$ cat src/rtl/fir_pkg.sv
// fir_pkg: shared sizes, FSM encoding and tap slice helpers for the FIR MAC controller
package fir_pkg;
  localparam int TAPS   = 10;
  localparam int DWIDTH = 3;
  localparam int CWIDTH = 16;
  localparam int DW_ALL = TAPS * DWIDTH;
  localparam int CW_ALL = TAPS * CWIDTH;
  typedef enum logic [2:0] {
    IDLE = 3'd0,
    MUL  = 3'd1,
    ADD  = 3'd2,
    ACC  = 3'd3,
    OUT  = 3'd4
  } state_t;
  // tap 0 occupies the most significant slice of each bus
  function automatic int dly_hi(input int j);
    return DW_ALL - 1 - DWIDTH * j;
  endfunction
  function automatic int coef_hi(input int j);
    return CW_ALL - 1 - CWIDTH * j;
  endfunction
endpackage

$ cat src/rtl/fir_delay_line.sv
// fir_delay_line: sample shift register, newest sample enters at tap 0
module fir_delay_line
  import fir_pkg::*;
(
  input  logic              iClk,
  input  logic              iRsn,
  input  logic              iShift,
  input  logic              iFlush,
  input  logic [DWIDTH-1:0] iData,
  output logic [DW_ALL-1:0] oDelay
);
  logic [DW_ALL-1:0] dly_q, dly_d, base;
  // flush clears first so a same-edge shift lands on an empty line
  always_comb begin
    base  = iFlush ? '0 : dly_q;
    dly_d = iShift ? {iData, base[DW_ALL-1:DWIDTH]} : base;
  end
  always_ff @(posedge iClk or negedge iRsn)
    if (!iRsn) dly_q <= '0;
    else       dly_q <= dly_d;
  assign oDelay = dly_q;
endmodule

$ cat src/rtl/fir_mac_ctrl.sv
// fir_mac_ctrl: sequences samples and coefficients through the external MAC pipeline
module fir_mac_ctrl
  import fir_pkg::*;
(
  input  logic              iClk,
  input  logic              iRsn,
  input  logic              iEnable,
  input  logic              iInValid,
  input  logic [DWIDTH-1:0] iInData,
  output logic              oInReady,
  input  logic              iFlush,
  input  logic              iCoeffWe,
  input  logic [3:0]        iCoeffAddr,
  input  logic [CWIDTH-1:0] iCoeffData,
  output logic              oCoeffErr,
  output logic [DW_ALL-1:0] oDelay,
  output logic [CW_ALL-1:0] oCoeff,
  output logic              oEnMul,
  output logic              oEnAdd,
  output logic              oEnAcc,
  input  logic [CWIDTH-1:0] iMacResult,
  output logic              oOutValid,
  output logic [CWIDTH-1:0] oOutData,
  input  logic              iOutReady,
  output logic              oBusy,
  output logic [15:0]       oSampleCnt
);
  state_t            state_q;
  logic [CWIDTH-1:0] coef_q [TAPS];
  logic [CWIDTH-1:0] out_q;
  logic [15:0]       cnt_q;
  logic              err_q, idle, accept, coef_ok;
  assign idle     = state_q == IDLE;
  assign oInReady = idle && iEnable;
  assign accept   = oInReady && iInValid;
  assign coef_ok  = idle && (iCoeffAddr < 4'(TAPS));
  fir_delay_line u_dly (
    .iClk   (iClk),
    .iRsn   (iRsn),
    .iShift (accept),
    .iFlush (iFlush && idle),
    .iData  (iInData),
    .oDelay (oDelay)
  );
  always_ff @(posedge iClk or negedge iRsn)
    if (!iRsn) begin
      state_q <= IDLE;
      out_q   <= '0;
      cnt_q   <= '0;
      err_q   <= 1'b0;
      for (int i = 0; i < TAPS; i++) coef_q[i] <= '0;
    end else begin
      err_q <= iCoeffWe && !coef_ok;
      if (iCoeffWe && coef_ok) coef_q[iCoeffAddr] <= iCoeffData;
      case (state_q)
        IDLE: if (accept) state_q <= MUL;
        MUL:  state_q <= ADD;
        ADD:  state_q <= ACC;
        ACC: begin
          out_q   <= iMacResult;
          state_q <= OUT;
        end
        OUT: if (iOutReady) begin
          cnt_q   <= cnt_q + 16'd1;
          state_q <= IDLE;
        end
        default: state_q <= IDLE;
      endcase
    end
  for (genvar j = 0; j < TAPS; j++) begin : g_coef
    assign oCoeff[coef_hi(j) -: CWIDTH] = coef_q[j];
  end
  assign oEnMul     = state_q == MUL || state_q == ADD || state_q == ACC;
  assign oEnAdd     = state_q == ADD || state_q == ACC;
  assign oEnAcc     = state_q == ACC;
  assign oOutValid  = state_q == OUT;
  assign oBusy      = !idle;
  assign oCoeffErr  = err_q;
  assign oOutData   = out_q;
  assign oSampleCnt = cnt_q;
endmodule

$ cat config.mk
export PLATFORM = sky130hd
export DESIGN_NAME = fir_mac_ctrl
export DESIGN_NICKNAME = d
export VERILOG_FILES = /design/src/rtl/fir_pkg.sv /design/src/rtl/fir_delay_line.sv /design/src/rtl/fir_mac_ctrl.sv
export SDC_FILE = /design/constraint.sdc
export NUM_CORES = 1
export LEC_CHECK = 0
export BUFFER_PORTS_ARGS = -buffer_cell sky130_fd_sc_hd__buf_2
export CAP_MARGIN = 20
export CORE_MARGIN = 2
export CORE_UTILIZATION = 35
export CTS_BUF_LIST = sky130_fd_sc_hd__clkbuf_4 sky130_fd_sc_hd__clkbuf_8
export CTS_CLUSTER_SIZE = 20
export DETAILED_ROUTE_END_ITERATION = 10
export GPL_ROUTABILITY_DRIVEN = 0
export PLACE_DENSITY = 0.69
export SYNTH_ARGS = -nofsm -noshare
export SYNTH_HDL_FRONTEND = slang
export SYNTH_SLANG_ARGS = --single-unit
$ cat constraint.sdc
create_clock -name iClk -period 2.8 [get_ports iClk]
set_input_delay 0 -clock iClk [delete_from_list [all_inputs] [get_ports iClk]]
set_output_delay 0 -clock iClk [all_outputs]
set_load 0.01 [all_outputs]
==> results.md, run 1 <==
* Longest Clk Path Bufs at 3
* Core area at 24,460 sq um
* Seq/Total Area, Yosys at 0.6448
* Fmax at 474.8 MHz
* Total CTS buffers at 38
* Startpoint types: flip-flop
* WHS Endpoint: oCoeff[20]
* Skew-Pair Late Insertion Delay at 0.53 ns
* Mapped cell area at 8771 sq um
* RSZ-0062 raised after global routing: false
* Mux cell area share after synthesis at 0.2302
* P&R area growth vs syn at 34.81%
* Congestion Overflow GR at 0
* DR vias/cell at 4.715
* Static Leakage at 0.006167 uW
* CTS tree: built
* DR vias at around 6,100
* Worst Path Buf+Inv at 1
* Clk_skew at 0.02494 ns
* Wirelength per Cell at approximately 18 microns
* Pin count of the biggest net entering global routing at 117
* Worst path arrival time at 2.51 ns
* Critical Path Sink Type: flip-flop
* Syn. warnings at 0
* CP max stage cell: dfrtp_1
* DR pass1 iterations at 4
* DRC errors left at 0
* XOR/XNOR Fraction of Synth Area at 0.01598
* Setup slack after layout at 0.6937 ns
* Dpl ws at 0.6893 ns
* Routed Antenna Nets at 0
* R2R Path End: oCoeff[101]
* Flops & latches, synth at ~230
* Tmin final at 2.106 ns
* Worst-margin pin slew at about 0.92 ns
* I/O pin count at 275
* Cell family with most CP delay: simple AND/OR/NAND/NOR gates
* Resized Gates After CTS at 0
* Power density over cell area at approximately 1000 nW/um^2
* Area share of fa/ha/maj cells after synthesis at 0.001427
* Largest family of logic cells by synthesized area: multiplexers
* Dominant cells by area after synthesis: dfrtp_1 64%, mux2_2 21%, nand2_1 2.9%
* Root Buffer Master: clkbuf_8
* Final Hold Fails at 0
* Initial antenna violation count at 2
* Vias in the first global route at 6,252
* Cell variety after synth at 37
* Worst vdd ir at 551.4 uV
* CP max FO at 10
* Synth Area in Simple Gates at 0.06391
* Die H at 162.3 microns
* Starting DRT DRC Count at 304
* Total negative setup slack at 0 ns
* Slew Limit Fails at 0
* Wire length of the first global-routing pass at 36,470 microns
* Chip width at ~160 microns
* MaxCap Viol Count at 0
* Reg2Reg Launch Point: state_q[2]
* Most common cell after layout, fill and taps aside: buf_2
* Relative max-transition margin at 0.3894
* Final net count at slightly below 1,000
* Outcome: finished, final reports clean
* Post-Route WL at 23,690 microns
* Critical-path cell list: nor4_4 -> nand2b_2 -> nor2_2 -> buf_4 -> mux2_2
* CTS Sinks at 226
* Post-DP HPWL at 15,910 microns
* Synth Area per Inst at 14.33 sq um
* Die area at about 26,000 sq um
* Mapped Cells at 612
* Post-CTS setup buffer count at 0
* Worst r2r path cells at 5
* Largest area contributor in the netlist: dfrtp_1
* H-tree levels at 2
* Starting Density at 0.3585
* Fraction of layout cells with a size suffix above 1 at 0.5591
* IO Port Bufs at 274
* Clock-pin slew on the worst setup and hold paths at approximately 0.06 ns
* Syn_nets at 659
* Worst path max stage delay at 0.50 ns
* Worst Path Required at 3.21 ns
* R2r setup slk at about 0.69 ns
* Top-area cell type share of the netlist area at 0.6448
* Fraction of the cycle the final worst path needs at 0.7523
* Most frequent cells in the layout: 273 x buf_2, 226 x dfrtp_1, 165 x mux2_2, 68 x nand2_1, 55 x clkbuf_8
* Critical path class: flip-flop to flip-flop
* Std-Cell Rows at 57
* # setup viols final at 0
* Power Total at ~12,000 uW
* Hold-critical path depth at 4
* Hold_sp: iCoeffAddr[2]
* Gr usage total at 0.1788
* Post-synthesis compound-gate area fraction at 0.02097
* Hold Path Class: input port to flip-flop
[tightest hold or removal path, delay by kind of cell]
| family | cells | cell delay, ns |
|---|---|---|
| muxes | 1 | 0.17 |
| and+or+nand+nor | 2 | 0.22 |
| buffers and inverters | 1 | 0.12 |
[routing by layer]
metal  vias to the layer above  wire [microns]  track usage  share of wire
met5                         -              13            0        0.00055
met4                         2            1150      0.09574          0.049
met2                       208           11200       0.2816           0.47
met1                      3059            9874       0.2275           0.42
li1                       2777               -            -              -
met3                        74            1450      0.04545          0.061
[Yosys cell counts]
library cell	instances
dfrtp_1	226
mux2_2	165
nand2_1	68
a21oi_1	28
buf_1	18
clkbuf_1	11
xnor2_1	11
mux2_4	10
buf_2	9
nand3_1	7
nor2_1	7
nand4_1	5
xor2_1	5
nor2_2	4
a22o_1	3
and3_1	3
buf_4	3
inv_1	3
nor3_1	3
and2_1	2
nand2b_1	2
nor2b_1	2
nor3_2	2
o21ai_0	2
a21boi_0	1
and4_1	1
buf_6	1
ha_1	1
mux2_1	1
nand2b_2	1
nand3b_1	1
nand4bb_1	1
nor3_4	1
nor4_1	1
nor4_4	1
nor4bb_1	1
or3_1	1
[kinds of logic after synthesis]
logic type	after synthesis
flops	226
mux	176
simple gates	114
buf+inv	45
xor+xnor	16
fa+ha+maj	1
compound gates	34
[power by group]
| part | total (uW) | leakage, uW | internal [uW] | switching, uW |
|---|---|---|---|---|
| registers | 5100 | 0.00296 | 4440 | 660 |
| logic | 3780 | 0.00277 | 1880 | 1900 |
| clock network | 3140 | 0.000440 | 1820 | 1320 |
| total | 12000 | 0.00617 | 8130 | 3880 |
[flip-flops by register name, indices dropped and copies added (netlist names)]
| name | count |
|---|---|
| u_dly.oDelay | 30 |
| oSampleCnt | 16 |
| oCoeff | 160 |
| oCoeffErr | 1 |
| state_q | 3 |
| oOutData | 16 |
[how the worst max path moves through the flow]
| stage | cells past startpoint | from | slack [ns] | end |
|---|---|---|---|---|
| finish | 5 | state_q[2] | 0.69 | oCoeff[101] |
| CTS | 4 | state_q[1] | 0.64 | oEnAcc |
| floorplan | 6 | state_q[2] | 0.80 | oCoeff[149] |
| detailed placement | 5 | state_q[2] | 0.69 | oCoeff[106] |
| global placement | 5 | state_q[2] | 0.74 | oCoeff[106] |
| global route | 4 | state_q[1] | 0.52 | oEnAcc |
[timing repair]
action,in CTS,in global routing
endpoints found under the hold margin,306,0
endpoints found under the setup margin,0,0
hold buffers,43,0
[final cells by class]
type | instances | area [sq um]
fillers | 2176 | 12640
flip-flops and latches | 226 | 5655
multi-input cells | 341 | 2929
repair buffers | 336 | 1979
clock buffers | 61 | 802.0
well taps | 324 | 405.4
clock inverters | 6 | 38.79
inverters | 3 | 11.26
diodes | 1 | 2.502
[metrics by stage]
| stage | utilization | hold slack, ns | cell area, sq um | cells |
|---|---|---|---|---|
| after floorplan | - | -0.2956 | 8771 | 612 |
| final | 0.4834 | 0.02687 | 11820 | 1298 |
| after CTS | 0.4832 | 0.009753 | 11820 | 1297 |
| after global placement | 0.4313 | 0.1626 | 10550 | 1187 |
| after detailed placement | 0.4313 | 0.1650 | 10550 | 1187 |
| after global routing | 0.4834 | 0.03807 | 11820 | 1298 |
(Power assumes the default switching activity.)
==> run 2, diff against run 1 <==
==> constraint.sdc (replaced) <==
create_clock -name iClk -period 2 [get_ports iClk]
set_input_delay 0 -clock iClk [delete_from_list [all_inputs] [get_ports iClk]]
set_output_delay 0 -clock iClk [all_outputs]
set_load 0.01 [all_outputs]
==> run 2 against run 1 <==
Against the previous run:
- total power grew 40%
- critical path depth unchanged
- clock skew shrank 0.0097 ns
- critical endpoint is now oCoeff[126]
- cell area grew 1.6%
- highest routed layer unchanged
- sequential share of layout area shrank 0.76 points
- largest power group unchanged
- non-clock buffer count is 12 higher
- combinational power is 44% higher
- clock-buffer cell count grew 1
- flip-flop and latch count is the same
==> results.md, run 2 (synthesis results as in run 1) <==
* Post-CTS setup buffer count at 0
* Core area at 24,460 sq um
* # setup viols final at 0
* Critical Path Sink Type: flip-flop
* Most common cell after layout, fill and taps aside: buf_2
* RSZ-0062 raised after global routing: false
* Multi-input logic area at about 3000 sq um
* CTS tree: built
* Storage cell area at 5655 sq um
* Power density over cell area at 1403 nW/um^2
* Post-DP HPWL at about 16,000 microns
* Congestion Overflow GR at 0
* CTS Sinks at 226
* Final net count at 1,007
* MaxCap Viol Count at 0
* Root Buffer Master: clkbuf_8
* Total negative setup slack at 0 ns
* Worst-margin pin slew at 0.4955 ns
* IO Port Bufs at 274
* Fmax at around 520 MHz
* Wirelength per Cell at roughly 18 microns
* Most frequent cells in the layout: 273 x buf_2, 226 x dfrtp_1, 165 x mux2_2, 68 x nand2_1, 51 x clkbuf_8
* Std-Cell Rows at 57
* Worst Path Required at roughly 2.4 ns
* Pin count of the biggest net entering global routing at 64
* Tmin final at 1.905 ns
* Gr usage total at 0.1764
* Dpl ws at 0.09662 ns
* Vias in the first global route at between 6,000 and 7,000
* Clk_skew at 0.01528 ns
* Routed Antenna Nets at 0
* Chip width at ~160 microns
* Fraction of layout cells with a size suffix above 1 at 0.5683
* Skew-Pair Late Insertion Delay at 0.51 ns
* Outcome: finished, final reports clean
* Post-Route WL at 23,470 microns
* P&R area growth vs syn at 36.99%
* Slew Limit Fails at 0
* Setup slack after layout at between 0.09 and 0.1 ns
* Die H at 162.3 microns
* Starting Density at 0.3585
* Worst path arrival time at 2.29 ns
* Worst vdd ir at ~900 uV
* DRC errors left at 0
* I/O pin count at 275
* Static Leakage at 0.006267 uW
* CP max FO at 16
* Total CTS buffers at 40
* Starting DRT DRC Count at 334
* Fill cells at 2,172
* Wire length of the first global-routing pass at 35,940 microns
* DR vias/cell at 4.691
* H-tree levels at 2
* Hold Path Class: input port to async pin
* Max FFs per register at 160
* Critical path class: flip-flop to flip-flop
* Longest Clk Path Bufs at 3
* DR pass1 iterations at 5
* Fraction of the cycle the final worst path needs at 0.9524
* Initial antenna violation count at 3
* DR vias at between 6,000 and 7,000
* Relative max-transition margin at 0.6697
* Die area at 26,340 sq um
* Startpoint types: flip-flop
* Clock-pin slew on the worst setup and hold paths at 0.06 ns
* Final Hold Fails at 0
run 2: changes by cell type in the layout (fill, tap and decap cells not counted), sizes merged:
cell         change
buf             +13
diode            +1
clkinvlp         -1
clkinv           +4
clkbuf           +1
dlygate4sd3      -1
run 2: critical path: stages (launching register included):
cell	delay, ns
dfrtp_1	0.45
nor4_4	0.31
nand2b_2	0.16
or3_1	0.37
buf_12	0.18
mux2_4	0.30
run 2: path summary, 6_finish.rpt:
check                               start          endpoint  slack [ns]  depth (start not counted)
max                            state_q[1]       oCoeff[126]         0.1                          5
min                                  iRsn        oCoeff[61]        0.03                          2
max reg2reg                    state_q[1]       oCoeff[126]         0.1                          5
min reg2reg                oSampleCnt[15]    oSampleCnt[15]        0.47                          1
max in group asynchronous            iRsn  u_dly.oDelay[18]        1.26                          3
min in group iClk           iCoeffAddr[3]         oCoeff[2]        0.03                          4
run 2: report_power, final:
group          internal (uW)  total [uW]  switching, uW  leakage [uW]
Combinational           2700        5430           2730       0.00286
Clock                   2500        4340           1830      0.000449
Sequential              6210        7080            869       0.00296
run 2: metal layers:
metal	vias up	global-route usage	wire [microns]
li1	2801	-	-
met1	3099	0.2273	9961
met2	210	0.2822	11180
met3	57	0.04852	1492
met4	2	0.07281	827
met5	-	0	8
run 2: per-stage QoR:
stage	instance area, sq um	total power (uW)	hold WS [ns]	util	cells
global placement	10750	12370	-0.01414	0.4394	1200
floorplan	8771	9904	-0.2956	-	612
CTS	12000	17040	0.0009862	0.4907	1313
finish	12020	16850	0.02912	0.4912	1315
detailed placement	10750	12530	-0.01378	0.4394	1200
global route	12010	17820	0.02805	0.4911	1314
run 2: cell type report:
| cell class | count | area share |
|---|---|---|
| Antenna cell | 2 | 0.0004165 |
| Clock buffer | 62 | 0.06529 |
| Clock inverter | 9 | 0.004269 |
| Inverter | 3 | 0.0009372 |
| Multi-Input combinational cell | 341 | 0.2443 |
| Sequential cell | 226 | 0.4707 |
| Tap cell | 324 | 0.03374 |
| Timing Repair Buffer | 348 | 0.1804 |
run 2: repair_timing:
action,in CTS,in global routing
hold buffers,42,0
hold endpoints to repair,409,0
setup endpoints to repair,0,4
resized for setup,0,1
